### src/rtl/pwm_pkg.sv
// Purpose: shared constants, types and the PWM compare helper for the PWM peripheral.
// Latency: n/a (package only).
// Backpressure: n/a (package only).
package pwm_pkg;

  // Default prescale ratio: clk cycles per PWM tick.
  localparam int unsigned CLK_DIV_DEF = 13;

  // PWM counter width and the duty value that means "always high".
  localparam int unsigned     PWM_W     = 8;
  localparam logic [PWM_W-1:0] DUTY_FULL = 8'hFF;

  typedef logic [PWM_W-1:0] pwm_cnt_t;

  // Duty 255 must be a true 100 %: a plain cnt < duty compare would drop the
  // pwm_cnt == 255 slot and leave one low tick per period.
  function automatic logic pwm_level(input pwm_cnt_t cnt, input pwm_cnt_t duty);
    return (duty == DUTY_FULL) ? 1'b1 : (cnt < duty);
  endfunction

endpackage

### src/rtl/pwm_timebase.sv
// Purpose: free-running prescaler plus 8-bit PWM counter, with period-start pulse.
// Latency: period_start is registered, high for one clk after pwm_cnt wraps 255 -> 0.
// Backpressure: none; counters free-run and never stall.
// Ports: clk, rst_n (async active-low); pwm_cnt (current count), wrap (comb,
//        high on the tick that takes pwm_cnt 255 -> 0), period_start (registered pulse).
module pwm_timebase
  import pwm_pkg::*;
#(
  parameter int unsigned CLK_DIV = CLK_DIV_DEF
) (
  input  logic     clk,
  input  logic     rst_n,
  output pwm_cnt_t pwm_cnt,
  output logic     wrap,
  output logic     period_start
);

  localparam logic [7:0] PRE_MAX = 8'(CLK_DIV - 1);

  logic [7:0] pre_cnt_q, pre_cnt_d;
  pwm_cnt_t   pwm_cnt_q, pwm_cnt_d;
  logic       period_start_q, period_start_d;
  logic       tick;

  always_comb begin
    tick           = (pre_cnt_q == PRE_MAX);
    pre_cnt_d      = tick ? 8'd0 : pre_cnt_q + 8'd1;
    pwm_cnt_d      = tick ? pwm_cnt_q + 8'd1 : pwm_cnt_q;
    wrap           = tick && (pwm_cnt_q == DUTY_FULL);
    period_start_d = wrap;
  end

  always_ff @(posedge clk or negedge rst_n) begin
    if (!rst_n) begin
      pre_cnt_q      <= 8'd0;
      pwm_cnt_q      <= '0;
      period_start_q <= 1'b0;
    end else begin
      pre_cnt_q      <= pre_cnt_d;
      pwm_cnt_q      <= pwm_cnt_d;
      period_start_q <= period_start_d;
    end
  end

  assign pwm_cnt      = pwm_cnt_q;
  assign period_start = period_start_q;

endmodule

### src/rtl/pwm_peripheral.sv
// Purpose: 16-channel PWM/static output block sharing one timebase and one duty value.
// Latency: out is registered, one clk after the count/enable/duty values that produce it.
// Backpressure: none; enables and duty are level inputs sampled every clk.
// Ports: clk, rst_n (async active-low); en_reg_out_*/en_reg_pwm_* per-bit enable and
//        PWM-mode select; pwm_duty_cycle (0 = 0 %, 255 = 100 %); out[15:0]; period_start.
// Option: define PWM_SYNC_UPDATE_EN to latch the duty into a shadow register at each
//         period wrap (glitch-free, period-aligned); otherwise duty is used directly.
module pwm_peripheral
  import pwm_pkg::*;
#(
  parameter int unsigned CLK_DIV = CLK_DIV_DEF
) (
  input  logic        clk,
  input  logic        rst_n,
  input  logic [7:0]  en_reg_out_7_0,
  input  logic [7:0]  en_reg_out_15_8,
  input  logic [7:0]  en_reg_pwm_7_0,
  input  logic [7:0]  en_reg_pwm_15_8,
  input  logic [7:0]  pwm_duty_cycle,
  output logic [15:0] out,
  output logic        period_start
);

  pwm_cnt_t    pwm_cnt;
  logic        wrap;
  pwm_cnt_t    duty_eff;
  logic        pwm_sig;
  logic [15:0] en_out, en_pwm;
  logic [15:0] out_q, out_d;

  pwm_timebase #(
    .CLK_DIV      (CLK_DIV)
  ) u_timebase (
    .clk          (clk),
    .rst_n        (rst_n),
    .pwm_cnt      (pwm_cnt),
    .wrap         (wrap),
    .period_start (period_start)
  );

`ifdef PWM_SYNC_UPDATE_EN
  pwm_cnt_t duty_shadow_q, duty_shadow_d;

  // Load only on the wrap tick so a duty write never cuts a period short.
  always_comb begin
    duty_shadow_d = wrap ? pwm_duty_cycle : duty_shadow_q;
  end

  always_ff @(posedge clk or negedge rst_n) begin
    if (!rst_n) begin
      duty_shadow_q <= '0;
    end else begin
      duty_shadow_q <= duty_shadow_d;
    end
  end

  assign duty_eff = duty_shadow_q;
`else
  logic unused_wrap;
  assign unused_wrap = wrap;
  assign duty_eff    = pwm_duty_cycle;
`endif

  assign en_out = {en_reg_out_15_8, en_reg_out_7_0};
  assign en_pwm = {en_reg_pwm_15_8, en_reg_pwm_7_0};

  // Per bit: off -> 0, static mode -> 1, PWM mode -> shared pwm_sig.
  always_comb begin
    pwm_sig = pwm_level(pwm_cnt, duty_eff);
    out_d   = en_out & (~en_pwm | {16{pwm_sig}});
  end

  always_ff @(posedge clk or negedge rst_n) begin
    if (!rst_n) begin
      out_q <= 16'h0000;
    end else begin
      out_q <= out_d;
    end
  end

  assign out = out_q;

endmodule
### config.mk
export PLATFORM = sky130hd
export DESIGN_NAME = pwm_peripheral
export DESIGN_NICKNAME = d
export VERILOG_FILES = /design/src/rtl/pwm_pkg.sv /design/src/rtl/pwm_timebase.sv /design/src/rtl/pwm_peripheral.sv
export SDC_FILE = /design/constraint.sdc
export NUM_CORES = 1
export LEC_CHECK = 0
export ABC_AREA = 1
export CORE_MARGIN = 1.5
export CORE_UTILIZATION = 44
export DETAILED_ROUTE_END_ITERATION = 6
export MAX_ROUTING_LAYER = met4
export PLACE_DENSITY = 0.79
export SYNTH_ARGS = -nofsm -noshare
export SYNTH_HDL_FRONTEND = slang
export SYNTH_SLANG_ARGS = --single-unit
### constraint.sdc
create_clock -name clk -period 2.15 [get_ports clk]
set_clock_uncertainty 0.05 [all_clocks]
set_input_delay 0.5375 -clock clk [delete_from_list [all_inputs] [get_ports clk]]
set_output_delay 0.5375 -clock clk [all_outputs]
set_load 0.01 [all_outputs]
==> qor.yml <==
status: "completed"
reg2reg_depth: 10
critPathMostFrequentCell: "inv_1"
final.period_utilization_pct: 91.5
finalWorstSetupSlack_ps: 183
synth-edff-count: 0
worstSetupStartpointType: "input port"
synthCells: 183
start_util_pct: 47.1
grt_pass1_vias: 1403
worst_pin_slew_ps: 405
max_freq_mhz: 509
synth_cell_type_count: 20
path_buf_inv: 3
reg2reg_slack_ps: 470
die_width_um: 63.7
dpl.hpwl_um: 2550
first_iter_violations: 58
critPathMaxStageDelay_ps: 490
via_per_inst: 4.56
ys_ff_latch: 33
r2r_start: "u_timebase.pwm_cnt[3]"
n_antenna_cell: 0
clockRootBuffer: "clkbuf_8"
synth_seq_area_share_pct: 50.9
drt_wl_total_um: 3350
r2r-end: "out[10]"
synth_mux_area_share_pct: 0
synthAdderAreaFrac_pct: 7.71
synthFlopType: "dfrtp_1"
pre_cts_ws_ps: -134
coreArea_mm2: 0.00344
synth_compound_area_share_pct: 2.16
crit_fanout: 16
fin_hold_ws_ps: 418
crit_required_ps: 2330
crit_family: "buffers and inverters"
overflow: 0
post_drt_wl_per_cell_um: 11.2
cts_resized: 0
grt_max_degree: 34
clock-sinks: 33
whs_path_depth: 1
routed-via-count: 1368
ys_top_cells_by_area: "dfrtp_1, inv_1, nand2_1, ha_1, nand3_1"
slew_violations: 0
final_core_util_pct: 71.0
grt_use_total_pct: 20.4
avgSynthCellArea_um2: 8.87
fin_area_mm2: 0.00244
synth_top_area_share_pct: 50.9
synth_fp_nets: 235
portBuffers: 58
clockBufferDepth: 2
setup_viol: 0
synth_top_family_by_area: "simple AND/OR/NAND/NOR gates"
synth_warnings: 0
finalNetCount: 305
tritoncts: "done"
ios: 59
post_cts_buffers: 0
worstSetupPathType: "in2reg"
area_growth_syn_to_layout_pct: 50.6
total_power_uw: 1500
rsz0062_at_grt: "no"
antenna_found_initial: 0
finalHoldViolations: 0
yosys-top-cells-count: "inv_1, nand2_1, dfrtp_1"
critical_path_cell_count: 10
die_height_um: 63.7
arrival_ps: 2140
drc: 0
synth_area_mm2: 0.00162
gp_congestion: 0.815
synthSimpleGateAreaFrac_pct: 24.1
die-area_mm2: 0.00406
synth_xor_area_share_pct: 4.86
fp-row-count: 21
fin_crit_ps: 1970
maxCapViolations: 0
cts-htree-levels: 2
slew_headroom_pct: 73.0
ant_nets: 0
cts.clk_slew.worst_paths_ps: 70
firstDrtPassIters: 4
ys_async_sr_fraction_pct: 100
synth_top_cell_by_area: "dfrtp_1"
p_leak_uw: 0.00124
place_area_mm2: 0.00231
cp-end-kind: "register"
endpoint: "out[10]"
hold_class: "reg2reg"
path_cells: "clkdlybuf4s50_1, inv_1, ha_1, a21oi_1, nor2_1, nor3_2, nand2_2, nand3_1, nand2_1, inv_1"
cts_made_buffers: 5
crit_start: "pwm_duty_cycle[5]"
ir_drop_mv: 0.440
cp_slowest_cell: "clkdlybuf4s50_1"
postCtsHoldBufs: 0
power_density_mw_per_mm2: 614
drive_above_1_share_pct: 9.45
clock_latency_ps: 280
grt_pass1_wl_um: 6200
[report_power, final]
part | switching [uW] | internal [uW] | leakage (uW)
Clock | 234 | 461 | 0.0000681
Sequential | 4.05 | 636 | 0.000404
Combinational | 56.2 | 109 | 0.000769
Total | 294 | 1210 | 0.00124
[cells in the final DEF, fill, tap and decap left out, types with 3 or more instances in the layout]
cell,count
inv_1,40
o21ai_0,3
ha_1,10
xor2_1,6
nor2_1,9
a21oi_1,4
nand3_1,18
clkdlybuf4s50_1,58
nor3_2,3
dfrtp_1,33
buf_4,6
xnor2_1,3
nand2_1,40
nor3_1,4
clkbuf_8,5
[area by class of cell]
cell class              instances  area (um2)
clock inverters                 3        65.1
inverters                      40         150
clock buffers                   5        68.8
fillers                       262         998
flip-flops and latches         33         826
well taps                      46        57.6
multi-input cells             108         631
repair buffers                 65         646
[registers in the layout, summed over array words and instances, names as in the netlist]
signal and flops:
u_timebase.pwm_cnt 8, out 16, u_timebase.period_start 1, u_timebase.pre_cnt_q 8
[stage by stage]
step	setup TNS (ps)	cells
2_1_floorplan	0	183
3_3_place_gp	-1060	292
3_5_place_dp	-1840	292
4_1_cts	0	300
5_1_grt	0	300
6_report	0	300
[worst min-delay path by stage]
| stage | from | to | slack [ps] |
|---|---|---|---|
| finish | u_timebase.pre_cnt_q[0] | u_timebase.pre_cnt_q[0] | 420 |
| detailed placement | u_timebase.pre_cnt_q[0] | u_timebase.pre_cnt_q[0] | 410 |
| global route | u_timebase.pre_cnt_q[0] | u_timebase.pre_cnt_q[0] | 450 |
| CTS | u_timebase.pre_cnt_q[0] | u_timebase.pre_cnt_q[0] | 420 |
| global placement | u_timebase.pre_cnt_q[0] | u_timebase.pre_cnt_q[0] | 400 |
| floorplan | rst_n | out[0] | 190 |
[cell families after synthesis]
family / after synthesis
DFF: 33
AOI/OAI and AO/OA: 7
and+or+nand+nor: 82
buffers and inverters: 42
adders and majority gates: 10
xor gates and xnor gates: 9
[metal layers]
layer | part of all wire (%) | vias to the layer above | track usage (%)
met5 | 0 | - | -
met3 | 6.2 | 2 | 7.04
met2 | 52 | 40 | 33.2
met1 | 41 | 629 | 24.1
met4 | 0.42 | 0 | 5.71
li1 | - | 697 | -
Note: power is estimated with default switching activity, not from simulation.
